--- src/rtl/voice_alloc_pkg.sv ---
// ============================================================
// voice_alloc_pkg: shared voice state encoding and default widths.
// Rev 1.0
// ============================================================
`default_nettype none

package voice_alloc_pkg;

  localparam int DEFAULT_NUM_VOICES = 3;
  localparam int DEFAULT_NOTE_W     = 6;
  localparam int DEFAULT_DUR_W      = 6;
  localparam int REST_NOTE          = 0;

  typedef enum logic [1:0] {
    IDLE = 2'd0,
    LOAD = 2'd1,
    PLAY = 2'd2
  } voice_state_t;

endpackage

`default_nettype wire

--- src/rtl/voice_slot.sv ---
// ============================================================
// voice_slot: one voice's IDLE/LOAD/PLAY sequencer and beat counter.
// Rev 1.0
// ============================================================
`default_nettype none

module voice_slot
  import voice_alloc_pkg::*;
#(
  parameter int DUR_W = DEFAULT_DUR_W
) (
  input  logic             clk,
  input  logic             reset,
  input  logic             load,
  input  logic [DUR_W-1:0] load_duration,
  input  logic             play_enable,
  input  logic             beat,
  output voice_state_t     state,
  output logic [DUR_W-1:0] remaining,
  output logic             busy
);

  voice_state_t     r_state;
  logic [DUR_W-1:0] r_remaining;

  // A load always wins, so a stolen voice restarts cleanly through LOAD.
  always_ff @(posedge clk or negedge reset) begin
    if (!reset) begin
      r_state     <= IDLE;
      r_remaining <= '0;
    end else if (load) begin
      r_state     <= LOAD;
      r_remaining <= load_duration;
    end else begin
      case (r_state)
        LOAD: r_state <= PLAY;
        PLAY: begin
          if (beat && play_enable && (r_remaining != '0)) begin
            r_remaining <= r_remaining - 1'b1;
            if (r_remaining == DUR_W'(1)) r_state <= IDLE;
          end
        end
        default: r_state <= IDLE;
      endcase
    end
  end

  assign state     = r_state;
  assign remaining = r_remaining;
  assign busy      = (r_state != IDLE);

endmodule

`default_nettype wire

--- src/rtl/voice_allocator.sv ---
// ============================================================
// voice_allocator: assigns note requests to the lowest free voice.
// Optional macro VOICE_STEAL_EN: steal the shortest-remaining voice when full.
// Rev 1.0
// ============================================================
`default_nettype none

module voice_allocator
  import voice_alloc_pkg::*;
#(
  parameter int NUM_VOICES = DEFAULT_NUM_VOICES,
  parameter int NOTE_W     = DEFAULT_NOTE_W,
  parameter int DUR_W      = DEFAULT_DUR_W
) (
  input  logic                  clk,
  input  logic                  reset,
  input  logic                  new_note,
  input  logic [NOTE_W-1:0]     note_to_load,
  input  logic [DUR_W-1:0]      duration_to_load,
  input  logic                  play_enable,
  input  logic                  beat,
  output logic [NUM_VOICES-1:0] voice_load,
  output logic [NOTE_W-1:0]     voice_note,
  output logic [DUR_W-1:0]      voice_duration,
  output logic [NUM_VOICES-1:0] voice_busy,
  output logic                  player_available,
  output logic                  note_dropped
);

  voice_state_t          w_state     [NUM_VOICES];
  logic [DUR_W-1:0]      w_remaining [NUM_VOICES];
  logic [NUM_VOICES-1:0] w_busy;
  logic [NUM_VOICES-1:0] w_sel;
  logic                  w_req_valid;
  logic                  w_found;
  logic                  w_drop;

  logic [NUM_VOICES-1:0] r_voice_load;
  logic [NOTE_W-1:0]     r_voice_note;
  logic [DUR_W-1:0]      r_voice_duration;
  logic                  r_note_dropped;

`ifdef VOICE_STEAL_EN
  logic [DUR_W-1:0]      w_best;
  logic                  w_have;
  logic [NUM_VOICES-1:0] w_victim;
`endif

  assign w_req_valid = new_note && (note_to_load != NOTE_W'(REST_NOTE))
                       && (duration_to_load != '0);

  always_comb begin
    w_sel   = '0;
    w_found = 1'b0;
    w_drop  = 1'b0;
    for (int i = 0; i < NUM_VOICES; i++) begin
      if (w_req_valid && !w_found && (w_state[i] == IDLE)) begin
        w_sel[i] = 1'b1;
        w_found  = 1'b1;
      end
    end
`ifdef VOICE_STEAL_EN
    w_best   = '1;
    w_have   = 1'b0;
    w_victim = '0;
    // Strict compare keeps the lowest index on equal remaining counts.
    for (int i = 0; i < NUM_VOICES; i++) begin
      if ((w_state[i] == PLAY) && (!w_have || (w_remaining[i] < w_best))) begin
        w_best      = w_remaining[i];
        w_have      = 1'b1;
        w_victim    = '0;
        w_victim[i] = 1'b1;
      end
    end
    if (w_req_valid && !w_found) w_sel = w_victim;
`else
    w_drop = w_req_valid && !w_found;
`endif
  end

  generate
    for (genvar g = 0; g < NUM_VOICES; g++) begin : g_slot
      voice_slot #(
        .DUR_W(DUR_W)
      ) u_slot (
        .clk          (clk),
        .reset        (reset),
        .load         (w_sel[g]),
        .load_duration(duration_to_load),
        .play_enable  (play_enable),
        .beat         (beat),
        .state        (w_state[g]),
        .remaining    (w_remaining[g]),
        .busy         (w_busy[g])
      );
    end
  endgenerate

  always_ff @(posedge clk or negedge reset) begin
    if (!reset) begin
      r_voice_load     <= '0;
      r_voice_note     <= '0;
      r_voice_duration <= '0;
      r_note_dropped   <= 1'b0;
    end else begin
      r_voice_load   <= w_sel;
      r_note_dropped <= w_drop;
      if (|w_sel) begin
        r_voice_note     <= note_to_load;
        r_voice_duration <= duration_to_load;
      end
    end
  end

  assign voice_load       = r_voice_load;
  assign voice_note       = r_voice_note;
  assign voice_duration   = r_voice_duration;
  assign note_dropped     = r_note_dropped;
  assign voice_busy       = w_busy;
  assign player_available = ~&w_busy;

endmodule

`default_nettype wire

--- config.mk ---
export PLATFORM = sky130hd
export DESIGN_NAME = voice_allocator
export DESIGN_NICKNAME = d
export VERILOG_FILES = /design/src/rtl/voice_alloc_pkg.sv /design/src/rtl/voice_slot.sv /design/src/rtl/voice_allocator.sv
export SDC_FILE = /design/constraint.sdc
export NUM_CORES = 1
export LEC_CHECK = 0
export CORE_AREA = 3 3 74 76
export CTS_CLUSTER_DIAMETER = 80
export CTS_CLUSTER_SIZE = 30
export DETAILED_ROUTE_END_ITERATION = 8
export DIE_AREA = 0 0 77 79
export PLACE_DENSITY = 0.68
export SYNTH_ARGS = -nofsm -noshare
export SYNTH_HDL_FRONTEND = slang
export SYNTH_SLANG_ARGS = --single-unit
export TNS_END_PERCENT = 20
--- constraint.sdc ---
create_clock -name clk -period 4 [get_ports clk]
set_clock_uncertainty 0.15 [all_clocks]
set_input_delay 0.4 -clock clk [delete_from_list [all_inputs] [get_ports clk]]
set_output_delay 0.4 -clock clk [all_outputs]
set_load 0.005 [all_outputs]
== Word-level counts from Yosys, hierarchy flattened ==
Cells that the tools add are included.
Storage, ports and cells
  register bits: 40
  bits in latches: 0
  RAM bits: 0
  bits in read-only memories: 0
  logic and storage cells: 95
  memories kept: 0
Operators by class
  add/sub/neg operators: 3
  multipliers: 0
  divide/modulo/power cells: 0
  $lt $le $gt $ge: 0
  equality and inequality tests: 15
  shift-type cells: 0
  multiplexer cells: 26
  bitwise operators: 0
  reductions and logical operators: 41
Operator list (number)
  $mux W6: 9
  $reduce_bool A6 Y1: 5
  $eq A6 B1 Y1 const B: 3
  $mux W2: 9
  $ne A3 B1 Y1 const B: 6
  $reduce_bool A2 Y1: 9
  $sub A6 B1 Y6 const B: 3
  $logic_and A1 B1 Y1: 12
  $pmux W2 S2: 3
  $reduce_and A2 Y1: 6
  $eq A2 B1 Y1 const B: 3
  $eq A2 B2 Y1 const B: 3
  $logic_not A2 Y1: 3
  $mux W1: 5
  $logic_not A1 Y1: 4
  $reduce_and A3 Y1: 1
  $reduce_or A3 Y1: 1

== Depth between registers and ports, before layout ==
  depth after elaboration: 15
  mapped depth: 6
  mapped depth without buffers: 6

== Cells and area by module ==
From an unflattened synthesis, not the netlist that was laid out.
Second synthesis, totals
  cells, all modules: 204
  area, all modules: 2235.9 µm²
Modules (own cells, without submodules)
  voice_slot: times used 3, cells each 53, area each 521.8 µm²
  voice_allocator: times used 1, cells each 45, area each 670.6 µm²

== Worst setup path after synthesis ==
No wires, ideal clock.
  kind: input-to-reg
  from: input port note_to_load[3]
  to: register r_voice_duration[1] (netlist: voice_duration[1])
  setup time: 0.125 ns
  arrival time: 1.636 ns
  required time: 3.725 ns
  setup slack: 2.089 ns
  stages on the path: 5
  buffers on the path: 1
  cell sequence: nor4_4 -> a21oi_2 -> and3_4 -> buf_6 -> mux2_4
Between the ends
  longest elaborated chain between the ends: 14
  elaborated cells on any way between the ends: 15
  classes of those cells: mux: 4; reduce/logical: 11
Ends and longest elaborated chain
  from (decl): RTL line voice_allocator.sv:18  | input logic [NOTE_W-1:0] note_to_load,
  $reduce_bool A6 Y1 *: RTL line voice_allocator.sv:49  | assign w_req_valid = new_note && (note_to_load != NOTE_W'(REST_NOTE))
  $logic_and A1 B1 Y1 *: RTL line voice_allocator.sv:49
  $logic_and A1 B1 Y1 *: RTL line voice_allocator.sv:50  | && (duration_to_load != '0);
  $logic_and A1 B1 Y1: RTL line voice_allocator.sv:57  | if (w_req_valid && !w_found && (w_state[i] == IDLE)) begin
  $mux W1: RTL line voice_allocator.sv:57
  $logic_not A1 Y1: RTL line voice_allocator.sv:57
  $logic_and A1 B1 Y1 (2 in series): RTL line voice_allocator.sv:57
  $mux W1: RTL line voice_allocator.sv:57
  $logic_not A1 Y1: RTL line voice_allocator.sv:57
  $logic_and A1 B1 Y1 (2 in series): RTL line voice_allocator.sv:57
  $mux W1: RTL line voice_allocator.sv:57
  $reduce_or A3 Y1 *: RTL line voice_allocator.sv:108  | if (|w_sel) begin
  to (signal assigned): RTL line voice_allocator.sv:110  | r_voice_duration <= duration_to_load;
  to (decl): RTL line voice_allocator.sv:40  | logic [DUR_W-1:0] r_voice_duration;
Mark *: on every way between the ends. The rest lies on a longest branch, timed or not.
A chain may end at the register's enable or synchronous reset.

== Worst setup path in the final report ==
  from: register g_slot[0].u_slot.r_state[1]
  to: output port player_available
Between the ends
  longest elaborated chain between the ends: 3
Ends and longest elaborated chain
  from (decl): RTL line voice_slot.sv:23  | voice_state_t r_state;
  from (signal assigned): RTL line voice_slot.sv:29  | r_state <= IDLE;
  from (signal assigned): RTL line voice_slot.sv:32  | r_state <= LOAD;
  from (signal assigned): RTL line voice_slot.sv:36  | LOAD: r_state <= PLAY;
  $reduce_bool A2 Y1: RTL line voice_slot.sv:50  | assign busy = (r_state != IDLE);
  $reduce_and A3 Y1: RTL line voice_allocator.sv:120  | assign player_available = ~&w_busy;
  $logic_not A1 Y1: RTL line voice_allocator.sv:120
  to (decl): RTL line voice_allocator.sv:26  | output logic player_available,
No other way between the ends.

==> flow_summary.json <==
{
  "drv_slew": 0,
  "n_antenna_cell": 0,
  "synth.lib_cells_used.distinct": 47,
  "pwr_density_cell_mw_per_mm2": 722,
  "synth_sequential_area_ratio_pct": 45.8,
  "cts_inserted_buffers": 5,
  "postSynth.topFlopCell": "sky130_fd_sc_hd__dfrtp_1",
  "routed-via-count": 1641,
  "grt_antenna_before_repair": 0,
  "boundaryPins": 37,
  "cts_resizes": 0,
  "clock_sink_count": 40,
  "status": "finished clean",
  "timing.final.setup_violations": 0,
  "regToRegSetupSlack_ns": 1.89,
  "finalWorstPathRequiredPeriod_ns": 2.33,
  "synth_seq_cells": 40,
  "worst_ir_drop_vdd_mv": 0.365,
  "hold_buffers": 0,
  "drtIter0Drc": 122,
  "place.detailed.hpwl_um": 3520,
  "power_leakage_nw": 1.13,
  "grt_util_all_layers_pct": 16.4,
  "ant_nets": 0,
  "vias_per_cell": 5.58,
  "relSlewSlack_pct": 40.6,
  "critPathKind": "flip-flop to primary output",
  "io_buffer_count": 36,
  "hold_violations": 0,
  "endpoint_kind": "primary output",
  "timing.max_cap.violations": 0,
  "residual_drc": 0,
  "hp-class": "input port to async pin",
  "tritoncts_clock_tree": "yes",
  "synth-async-reset-ratio_pct": 100,
  "gp_congestion": 0.778,
  "critPathRequiredTime_ns": 3.45,
  "initial_core_util_pct": 45.7,
  "fp.coreArea_mm2": 0.00479,
  "final.period_utilization_pct": 58.3,
  "die_w_um": 77,
  "final_core_util_pct": 56.2,
  "critPathLaunchType": "flip-flop",
  "worst_ep_arrival_time_ns": 1.78,
  "insertion_delay_ns": 0.29,
  "detail_route.wirelength_um": 4810,
  "area_growth_pct": 23.0,
  "grt_start_max_net_pins": 41,
  "final_net_count": 251,
  "synth_nets": 215,
  "floorplan.die_area_mm2": 0.00608,
  "preCtsSetupSlack_ns": 1.49,
  "grt_first_pass_wirelength_um": 7690,
  "grt_setup_unrepaired": "no",
  "worst_slack_ns": 1.67,
  "tns_ns": 0,
  "ys.warnings.count": 0,
  "post-cts-setup-buffers": 0,
  "synth-edff-count": 0,
  "die_height_um": 79,
  "crit_fanout": 5,
  "holdWs_ns": 0.0738,
  "design_power_total_mw": 1.94,
  "routed_wire_length_per_instance_um": 16.4,
  "htree_levels": 2,
  "clkSlewWorstSetupHoldPaths_ns": 0.08,
  "postSynthAreaPerCell_um2": 11.5,
  "syn_area_mm2": 0.00219,
  "cts_root_cell": "sky130_fd_sc_hd__clkbuf_8",
  "first_global_vias": 1452,
  "overflow": 0,
  "fmax_achieved_mhz": 429,
  "clockBufferDepth": 2,
  "drive_gt1_share_pct": 16.7,
  "timing_worst_slew_pin_value_ns": 0.892,
  "first_pass_iters": 4,
  "instance_count_of_the_mapped_netlist": 190,
  "core.rowCount": 25
}
where the power goes:
group          total, mW  switching (mW)  internal (mW)
sequential         0.748           0.168          0.580
combinational      0.855           0.359          0.496
clock              0.341           0.153          0.188
total               1.94           0.680           1.26
through the flow:
step	instance area (um2)	std cells
final	2690	294
after global routing	2690	294
after CTS	2690	294
after detailed placement	2570	286
after global placement	2570	286
after floorplan	2190	190
metal layers:
layer	global-route usage, %	vias to the layer above	routed length (um)
met3	3.63	5	276
li1	-	781	-
met2	24.5	50	2200
met1	23.8	805	2280
met5	0	-	0
met4	5.34	0	60
synth_stat cells, types with 4 or more instances:
master | n | area (um2)
sky130_fd_sc_hd__dfrtp_1 | 40 | 1000
sky130_fd_sc_hd__nor2_1 | 13 | 48.8
sky130_fd_sc_hd__mux2_4 | 10 | 150
sky130_fd_sc_hd__nand2_1 | 10 | 37.5
sky130_fd_sc_hd__a221o_1 | 9 | 90.1
sky130_fd_sc_hd__inv_1 | 9 | 33.8
sky130_fd_sc_hd__a21oi_1 | 8 | 40.0
sky130_fd_sc_hd__ha_1 | 8 | 100
sky130_fd_sc_hd__mux2_2 | 6 | 67.6
sky130_fd_sc_hd__o21ai_0 | 5 | 25.0
sky130_fd_sc_hd__and2_1 | 4 | 25.0
sky130_fd_sc_hd__nor4_1 | 4 | 25.0
sky130_fd_sc_hd__o31ai_1 | 4 | 30.0
sky130_fd_sc_hd__xnor2_1 | 4 | 35.0
path summary, 6_finish.rpt:
| check | start | depth (start not counted) | endpoint |
|---|---|---|---|
| max in group asynchronous | reset | 1 | g_slot[0].u_slot.remaining[1] |
| hold reg to reg | voice_duration[4] | 1 | voice_duration[4] |
| setup reg to reg | g_slot[2].u_slot.state[1] | 4 | g_slot[2].u_slot.remaining[1] |
| hold / removal | reset | 1 | g_slot[2].u_slot.remaining[4] |
| min in group clk | voice_duration[4] | 1 | voice_duration[4] |
| setup / recovery | g_slot[0].u_slot.state[1] | 3 | player_available |
flip-flops by register name, summed over array words and instances (netlist names):
name                     count
voice_note                   6
note_dropped                 1
g_slot.u_slot.state          6
voice_duration               6
g_slot.u_slot.remaining     18
voice_load                   3
worst max-delay path: stages (launching register included):
cell and delay [ns]:
sky130_fd_sc_hd__dfrtp_1 0.43, sky130_fd_sc_hd__o22ai_1 0.32, sky130_fd_sc_hd__nand2b_1 0.20, sky130_fd_sc_hd__clkdlybuf4s50_1 0.54
layout make-up:
cell class	instances	area, um2
clock buffers	5	68.8
clock inverters	3	47.5
fillers	437	2100
inverters	9	33.8
multi-input cells	134	1100
flip-flops and latches	40	1000
well taps	67	83.8
repair buffers	36	355
logic make-up after synthesis:
group / after synthesis / share of synthesized area [%]
simple gates: 60 / 16.6
compound gates: 45 / 17.1
mux: 17 / 10.4
buf+inv: 16 / 3.95
fa+ha+maj: 8 / 4.58
xor+xnor: 4 / 1.60
flops: 40 / 45.8
layout by cell type, fill, tap and decap left out, types with 2 or more instances in the layout:
master                            netlist  final
sky130_fd_sc_hd__mux2_4                10     10
sky130_fd_sc_hd__and2_1                 4      4
sky130_fd_sc_hd__o221ai_1               2      2
sky130_fd_sc_hd__nor3b_1                3      3
sky130_fd_sc_hd__or4_1                  3      3
sky130_fd_sc_hd__and3_4                 2      2
sky130_fd_sc_hd__ha_1                   8      8
sky130_fd_sc_hd__clkbuf_8               0      5
sky130_fd_sc_hd__inv_1                  9      9
sky130_fd_sc_hd__nor3_1                 3      3
sky130_fd_sc_hd__nand3_1                2      2
sky130_fd_sc_hd__nand4b_1               3      3
sky130_fd_sc_hd__or3_1                  3      3
sky130_fd_sc_hd__clkdlybuf4s50_1        0     35
sky130_fd_sc_hd__nand2_1               10     10
sky130_fd_sc_hd__a211oi_1               2      2
sky130_fd_sc_hd__a211o_1                2      2
sky130_fd_sc_hd__a221o_1                9      9
sky130_fd_sc_hd__clkinv_4               0      2
sky130_fd_sc_hd__nor4_1                 4      4
sky130_fd_sc_hd__mux2_2                 6      6
sky130_fd_sc_hd__or3b_2                 2      2
sky130_fd_sc_hd__nand2b_1               2      2
sky130_fd_sc_hd__nor2_1                13     13
sky130_fd_sc_hd__o31ai_1                4      4
sky130_fd_sc_hd__o21ai_0                5      5
sky130_fd_sc_hd__and3_2                 2      2
sky130_fd_sc_hd__a21o_1                 2      2
sky130_fd_sc_hd__xnor2_1                4      4
sky130_fd_sc_hd__dfrtp_1               40     40
sky130_fd_sc_hd__a21oi_1                8      8
Note: power is estimated with default switching activity, not from simulation.
